==> src/rtl/keypad_scan.sv <==
// 4x4 matrix keypad reader: column scan, 2-FF row synchronizer, snapshot debounce,
// press/release event FIFO exposed on the strobe/rw/addr device bus.
module keypad_scan #(
  parameter int unsigned SCAN_BITS = 16,
  parameter int unsigned DEBOUNCE  = 3,
  parameter int unsigned FIFO_LOG2 = 3
) (
  input  logic        clk,
  input  logic        reset,
  input  logic        strobe,
  input  logic        rw,
  input  logic [31:0] addr,
  input  logic [31:0] d_in,
  output logic [31:0] d_out,
  input  logic [3:0]  row,
  output logic [3:0]  col
);

  localparam int unsigned CntW  = SCAN_BITS + 2;
  localparam int unsigned Depth = 2 ** FIFO_LOG2;
  localparam int unsigned DbW   = $clog2(DEBOUNCE + 1);
  localparam logic [DbW-1:0] DbMax = DbW'(DEBOUNCE);

  logic [CntW-1:0]      scan_q, scan_d;
  logic [3:0]           col_q, col_d;
  logic [3:0]           row_s1_q, row_s2_q;
  logic [15:0]          snap_q, snap_d, cand_q, cand_d, state_q, state_d, pend_q, pend_d;
  logic [DbW-1:0]       db_q, db_d;
  logic [4:0]           mem_q [Depth];
  logic [4:0]           mem_d [Depth];
  logic [FIFO_LOG2-1:0] wptr_q, wptr_d, rptr_q, rptr_d;
  logic [FIFO_LOG2:0]   fcnt_q, fcnt_d;
  logic                 ovf_q, ovf_d;

  logic [1:0]  col_idx;
  logic        sample, scan_done;
  logic [15:0] changes, low_bit;
  logic [3:0]  ev_key;
  logic        has_ev, full, empty, pop, push, drop, flush, clr_ovf;
  logic [4:0]  ev;
  logic        unused_bits;

  assign unused_bits = ^{addr[31:2], d_in[31:2]};
  assign col         = col_q;

  // Scan counter and snapshot capture
  always_comb begin
    scan_d    = scan_q + 1'b1;
    col_d     = ~(4'b0001 << scan_d[CntW-1:SCAN_BITS]);
    col_idx   = scan_q[CntW-1:SCAN_BITS];
    sample    = &scan_q[SCAN_BITS-1:0];
    scan_done = sample && (col_idx == 2'd3);
    snap_d    = snap_q;
    if (sample) snap_d[{col_idx, 2'b00} +: 4] = ~row_s2_q;
  end

  // Debounce over full-matrix snapshots
  always_comb begin
    cand_d  = cand_q;
    db_d    = db_q;
    state_d = state_q;
    changes = '0;
    if (scan_done) begin
      if (snap_d != cand_q) begin
        cand_d = snap_d;
        db_d   = DbW'(1);
      end else if (db_q < DbMax) begin
        db_d = db_q + 1'b1;
      end
      if ((db_d == DbMax) && (cand_d != state_q)) begin
        state_d = cand_d;
        changes = state_q ^ cand_d;
      end
    end
  end

  // Event drain, FIFO and bus writes
  always_comb begin
    ev_key = '0;
    for (int i = 15; i >= 0; i--) begin
      if (pend_q[i]) ev_key = 4'(i);
    end
    has_ev  = |pend_q;
    low_bit = has_ev ? (16'h0001 << ev_key) : 16'h0000;
    ev      = {state_q[ev_key], ev_key};
    empty   = (fcnt_q == '0);
    full    = fcnt_q[FIFO_LOG2];
    pop     = strobe && !rw && (addr[1:0] == 2'd1) && !empty;
    push    = has_ev && (!full || pop);
    drop    = has_ev && full && !pop;
    flush   = strobe && rw && (addr[1:0] == 2'd2) && d_in[1];
    clr_ovf = strobe && rw && (addr[1:0] == 2'd2) && d_in[0];

    pend_d = flush ? 16'h0000 : ((pend_q & ~low_bit) | changes);

    mem_d  = mem_q;
    wptr_d = wptr_q;
    rptr_d = rptr_q;
    fcnt_d = fcnt_q;
    if (flush) begin
      wptr_d = '0;
      rptr_d = '0;
      fcnt_d = '0;
    end else begin
      if (push) begin
        mem_d[wptr_q] = ev;
        wptr_d        = wptr_q + 1'b1;
      end
      if (pop) rptr_d = rptr_q + 1'b1;
      if (push && !pop)      fcnt_d = fcnt_q + 1'b1;
      else if (pop && !push) fcnt_d = fcnt_q - 1'b1;
    end

    // A drop in the same cycle as a clear leaves the flag set
    ovf_d = ovf_q;
    if (clr_ovf) ovf_d = 1'b0;
    if (drop)    ovf_d = 1'b1;
  end

  // Read mux
  always_comb begin
    d_out = '0;
    case (addr[1:0])
      2'd0:    d_out = {16'h0000, state_q};
      2'd1:    if (!empty) d_out = {1'b1, 26'b0, mem_q[rptr_q]};
      2'd2:    d_out = {ovf_q, 23'b0, 8'(fcnt_q)};
      default: d_out = '0;
    endcase
  end

  always_ff @(posedge clk or negedge reset) begin
    if (!reset) begin
      scan_q   <= '0;
      col_q    <= 4'b1111;
      row_s1_q <= 4'b1111;
      row_s2_q <= 4'b1111;
      snap_q   <= '0;
      cand_q   <= '0;
      state_q  <= '0;
      pend_q   <= '0;
      db_q     <= '0;
      wptr_q   <= '0;
      rptr_q   <= '0;
      fcnt_q   <= '0;
      ovf_q    <= 1'b0;
      for (int i = 0; i < Depth; i++) mem_q[i] <= '0;
    end else begin
      scan_q   <= scan_d;
      col_q    <= col_d;
      row_s1_q <= row;
      row_s2_q <= row_s1_q;
      snap_q   <= snap_d;
      cand_q   <= cand_d;
      state_q  <= state_d;
      pend_q   <= pend_d;
      db_q     <= db_d;
      wptr_q   <= wptr_d;
      rptr_q   <= rptr_d;
      fcnt_q   <= fcnt_d;
      ovf_q    <= ovf_d;
      for (int i = 0; i < Depth; i++) mem_q[i] <= mem_d[i];
    end
  end

endmodule

==> config.mk <==
export PLATFORM = sky130hd
export DESIGN_NAME = keypad_scan
export DESIGN_NICKNAME = d
export VERILOG_FILES = /design/src/rtl/keypad_scan.sv
export SDC_FILE = /design/constraint.sdc
export NUM_CORES = 1
export LEC_CHECK = 0
export CAP_MARGIN = 10
export CORE_ASPECT_RATIO = 1.75
export CORE_MARGIN = 2
export CORE_UTILIZATION = 26
export DETAILED_ROUTE_END_ITERATION = 7
export PLACE_DENSITY = 0.44
export SETUP_SLACK_MARGIN = 0.1
export SYNTH_ARGS = -nofsm -noshare
export SYNTH_HDL_FRONTEND = slang
export SYNTH_SLANG_ARGS = --single-unit
==> constraint.sdc <==
create_clock -name clk -period 9 [get_ports clk]
set_clock_uncertainty 0.2 [all_clocks]
set_input_delay 2.7 -clock clk [delete_from_list [all_inputs] [get_ports clk]]
set_output_delay 2.7 -clock clk [all_outputs]
set_load 0.01 [all_outputs]
==> results of run 1 <==
final timing paths:
kind / startpoint / endpoint / slack [ns] / cells after the start
setup reg to reg: scan_q[16] / state_q[3] / 3.32 / 10
hold / removal: row_s1_q[1] / row_s2_q[1] / 0.16 / 0
min in group asynchronous: reset / state_q[10] / 2.15 / 1
max in group asynchronous: reset / cand_q[0] / 5.12 / 2
setup / recovery: addr[0] / d_out[15] / 1.21 / 4
hold reg to reg: row_s1_q[1] / row_s2_q[1] / 0.16 / 0
worst max-delay path, cell delays in order:
cell             delay [ns]
clkdlybuf4s50_1        0.61
nor2_1                 0.73
and2_1                 0.29
clkdlybuf4s50_1        0.55
layer usage:
layer	part of all wire [%]	wire length, um	global-route usage [%]
met5	0	0	0
met4	5.1	1073	8.691
met3	2.0	429	2.421
met2	57	12030	27.43
met1	35	7420	13.06
placed cells by master (no fill, tap or decap), types with 3 or more instances in the layout:
cell type	count
a31oi_1	3
clkbuf_16	17
nor4b_1	6
dfstp_2	12
mux2i_1	28
nor3_1	12
buf_4	10
nand2_1	71
xnor2_1	37
nor2b_1	5
bufinv_16	5
or3b_2	3
mux2_2	43
a21o_1	4
a21oi_1	32
nand3_1	8
or4_1	4
nor4_1	12
nand2b_1	8
nor4_4	4
o22ai_1	6
dfrtp_1	135
and2_1	13
mux2_4	9
o31ai_1	6
clkinv_4	4
inv_6	3
mux4_2	10
a22oi_1	5
o21ai_0	39
inv_1	38
clkdlybuf4s50_1	31
ha_1	11
xor2_1	12
conb_1	15
nand4_1	10
nor2_1	47
power by group:
part	internal (mW)	leakage, nW	switching (mW)
Clock	0.495	0.318	0.309
Sequential	0.771	1.92	0.109
Combinational	0.291	1.77	0.375
state kept, by name, indices dropped and copies added (netlist names):
signal	flops
cand_q	16
col	4
db_q	2
fcnt_q	4
mem_q	40
ovf_q	1
pend_q	16
row_s1_q	4
row_s2_q	4
rptr_q	3
scan_q	18
snap_q	16
state_q	16
wptr_q	3
kinds of logic after synthesis:
group / count (synthesis) / share of synthesized area [%]
buf+inv: 84 / 5.134
xor+xnor: 49 / 5.452
simple gates: 226 / 16.12
fa+ha+maj: 12 / 2.003
compound gates: 119 / 9.458
flops: 147 / 46.92
other cells: 1 / 0.04764
mux: 92 / 14.86
area by class of cell:
class	instances	area, um2	share of cell area (%)
flip-flops and latches	147	3694	40.13
repair buffers	42	396.6	4.309
clock buffers	17	425.4	4.622
clock inverters	15	229.0	2.488
well taps	387	484.2	5.261
inverters	38	142.6	1.550
multi-input cells	513	3832	41.64
==> results.yml, run 1 <==
route:
  drcViolationCount: 0
  wire_per_inst_um: 18.08
  drtIter0Drc: 263
  dr_total_vias: 5485
  routed_via_density: 4.733
  wirelength_um: 20960
  drtAntennaViolNets: 0
  dr.pass1.iters: 4
critical_path:
  required_ns: 6.10
  criticalPathCategory: "primary input to output pin"
  worstPathMaxFanout: 11
  startpoint_type: "primary input"
  worst_setup_path_end_kind: "output pin"
  worst_ep_arrival_time_ns: 4.89
sta:
  setup_viol_count_final: 0
  fin_crit_sh_pct: 86.58
  hold_viol_final: 0
  max_freq_mhz: 128.3
  rsz0062_at_grt: "false"
  timing.hold.ws_ns: 0.1553
  worstMarginPinSlew_ns: 0.9557
  worst_slack_ns: 1.208
  fin_crit_ns: 7.792
  relSlewSlack_pct: 36.29
  fin_tns_setup_ns: 0
  maxSlewViolCount: 0
layout:
  diodes: 0
  final_util_pct: 30.73
  design_area_um2: 9204
  fillers: 3072
  syn2layout_area_growth_pct: 16.93
  drive_above_1_share_pct: 18.26
  nets: 843
  final_cells: 1159
global_route:
  grt_usage_pct: 13.96
  grt_antenna_before_repair: 0
  grt_start_max_net_pins: 93
  grt-ovfl-total: 0
  grt_first_pass_wirelength_um: 32780
  grt_pass1_vias: 5780
yosys:
  synth_ff_type: "dfrtp_1"
  synth_seq_cells: 147
  synth_area_leader_cell: "dfrtp_1"
  synth.distinct_cells: 74
  synth-edff-count: 0
  synth_area_leaders: "dfrtp_1 43%, mux2_2 6.2%, xnor2_1 4.1%, dfstp_2 4.0%, mux2i_1 3.6%"
  syn_avg_cell_area_um2: 10.78
  yosysMostFrequentCell: "dfrtp_1"
  syn_inst: 730
  yosysWarnings: 0
  synth_common_cells: "135 x dfrtp_1, 71 x nand2_1, 47 x nor2_1, 43 x mux2_2, 39 x o21ai_0"
  synth-async-reset-ratio_pct: 100.0
  synth_area_um2: 7871
  yosysSeqAreaShare_pct: 46.92
  yosysTopAreaCellShare_pct: 42.92
floorplan:
  ioPinCount: 108
  core_area_um2: 29950
  die_y_um: 234.2
  fp.dieW_um: 135.5
  die-area_um2: 31740
  rows: 84
  initial_core_util_pct: 26.28
place:
  place_ws_ns: 1.161
  gp_congestion: 0.8562
  placed_cell_area_um2: 8549
  io_buffers: 32
  dp_cells: 1127
  place_hpwl_um: 15690
power:
  vdd_drop_max_mv: 0.1496
  p_per_area_nw_per_um2: 255.2
  fin_total_pwr_mw: 2.349
  p_leak_nw: 4.016
clock_tree:
  postCtsSetupRepairBufs: 0
  clock-sinks: 147
  insertion_delay_ns: 0.44
  cts_tree: "done"
  post_cts_resized: 0
  cts_hold_buf: 0
  htreeDepth: 4
  cts_buffers: 17
  clock-root-buffer: "clkbuf_16"
  clock_path_buffers: 2
  clk_pin_slew_ns: 0.06
worst_hold_path:
  hold_path.class: "flip-flop to flip-flop"
status:
  status: "complete, no violations"
flow_run:
  maxCapViolCount: 0
Note: power is estimated with default switching activity, not from simulation.
==> run 2, diff against run 1 <==
Clock period 9 ns to 9.1 ns, I/O delays scaled along.
==> results.yml, run 2 (synthesis results as in run 1) <==
critical_path:
  required_ns: 6.17
  crit_family: "buffers and inverters"
  worst_ep_arrival_time_ns: 4.92
  criticalPathCategory: "primary input to output pin"
  path_cells: "clkdlybuf4s50_1 -> nor2_1 -> nand2_1 -> o21ai_0 -> clkdlybuf4s50_1"
  max_stage_delay_ns: 0.73
  startpoint_type: "primary input"
  cp_common_cell: "clkdlybuf4s50_1"
  worst_setup_path_end_kind: "output pin"
  worstPathMaxFanout: 11
  critPathSlowestCell: "nor2_1"
  worst-path-buf-inv: 2
clock_tree:
  clk_pin_slew_ns: 0.06
  clock_path_buffers: 2
  insertion_delay_ns: 0.44
  cts_tree: "done"
  clock-root-buffer: "clkbuf_16"
  post_cts_resized: 0
  htreeDepth: 4
  cts_hold_buf: 0
  postCtsSetupRepairBufs: 0
  cts_buffers: 17
  clock-sinks: 147
floorplan:
  core_area_um2: 29950
  die-area_um2: 31740
  die_y_um: 234.2
  initial_core_util_pct: 26.28
  rows: 84
  ioPinCount: 108
  fp.dieW_um: 135.5
global_route:
  grt_use_met1_pct: 13.37
  grt_antenna_before_repair: 0
  grt_pass1_vias: 5791
  grt.met2_usage_pct: 27.92
  met3_usage_pct: 2.378
  grt_usage_pct: 14.10
  grt-ovfl-total: 0
  grt_start_max_net_pins: 91
  grt_first_pass_wirelength_um: 33140
  grt-busiest-layer: "met2"
route:
  wirelength_um: 20980
  wire_per_inst_um: 18.10
  drtAntennaViolNets: 0
  drcViolationCount: 0
  routed_via_density: 4.686
  dr_total_vias: 5431
  drtIter0Drc: 245
  dr.pass1.iters: 4
sta:
  rsz0062_at_grt: "false"
  hold_viol_final: 0
  timing.hold.ws_ns: 0.1545
  fin_crit_ns: 7.852
  setup_viol_count_final: 0
  fin_tns_setup_ns: 0
  relSlewSlack_pct: 34.40
  max_freq_mhz: 127.4
  worst_slack_ns: 1.248
  worstMarginPinSlew_ns: 0.9840
  maxSlewViolCount: 0
  fin_crit_sh_pct: 86.29
power:
  switching_share_pct: 33.76
  p_sw_mw: 0.7574
  p_leak_nw: 3.988
  vdd_drop_max_mv: 0.1469
  internal_power_mw: 1.486
  p_per_area_nw_per_um2: 245.5
  clkPwrFrac_pct: 31.6
  seqPwrFrac_pct: 38.9
  p_comb_share_pct: 29.5
  fin_total_pwr_mw: 2.243
layout:
  syn2layout_area_growth_pct: 16.07
  drive_above_1_share_pct: 17.88
  final_common_cell: "dfrtp_1"
  nets: 843
  largest_register_ffs: 40
  mostFrequentLayoutCells: "135 x dfrtp_1, 71 x nand2_1, 47 x nor2_1"
  largest_registers: "mem_q (40), scan_q (18)"
  diodes: 0
  top_register: "mem_q"
  fillers: 3073
place:
  gp_congestion: 0.8597
  io_buffers: 32
  place_hpwl_um: 15880
  place_ws_ns: 1.201
worst_hold_path:
  hold_path.class: "flip-flop to flip-flop"
flow_run:
  maxCapViolCount: 0
status:
  status: "complete, no violations"
[run 2: cell count changes in the layout (fill, tap and decap cells not counted), sizes merged]
cell	previous run	this run
clkinv	6	7
clkbuf	17	21
bufinv	5	3
inv	41	38
[run 2: worst reg2reg max path, stage by stage, from the launching register on]
cell and delay [ns]:
dfrtp_1 0.79, inv_1 0.23, ha_1 0.69, or4b_2 0.65, nand2_1 0.09, nand2_1 0.09
a2111oi_2 0.50, nand4_1 0.26, nor4_4 0.74, o21a_1 0.89, mux2_2 0.42
[run 2: area by class of cell]
type,count,area [um2],share of cell area [%]
clock buffer,21,450.4,4.930
clock inverter,11,136.4,1.493
inverter,38,142.6,1.561
multi-input combinational,513,3832,41.95
sequential,147,3694,40.43
tap,387,484.2,5.300
timing repair buffer,42,396.6,4.341
[run 2: final timing paths]
kind                                  start           to  slack (ns)  cells after the start
worst max-delay path                addr[0]     d_out[4]        1.25                      5
worst min-delay path            row_s1_q[3]  row_s2_q[3]        0.15                      0
worst max register to register   scan_q[16]   state_q[3]        3.44                     10
worst min register to register  row_s1_q[3]  row_s2_q[3]        0.15                      0
max in group asynchronous             reset   state_q[5]        5.21                      2
min in group asynchronous             reset    mem_q[25]        2.17                      1
[run 2: power groups by stage]
stage	Clock (mW)	Sequential [mW]	Combinational, mW
after global routing	0.759	0.890	0.724
after floorplan	0	0.824	0.483
after CTS	0.732	0.875	0.674
after detailed placement	0	0.886	0.672
final	0.710	0.872	0.661
after global placement	0	0.883	0.669
[run 2: layer usage]
layer / vias up / share of wire (%)
li1: 2601 / -
met1: 2698 / 35
met2: 86 / 58
met3: 46 / 1.7
met4: 0 / 4.8
met5: - / 0
[run 2: stage by stage]
stage | area (um2) | util [%] | instances
floorplan | 7924 | - | 744
global placement | 8549 | 28.54 | 1127
detailed placement | 8549 | 28.54 | 1127
CTS | 9136 | 30.50 | 1159
global route | 9136 | 30.50 | 1159
finish | 9136 | 30.50 | 1159
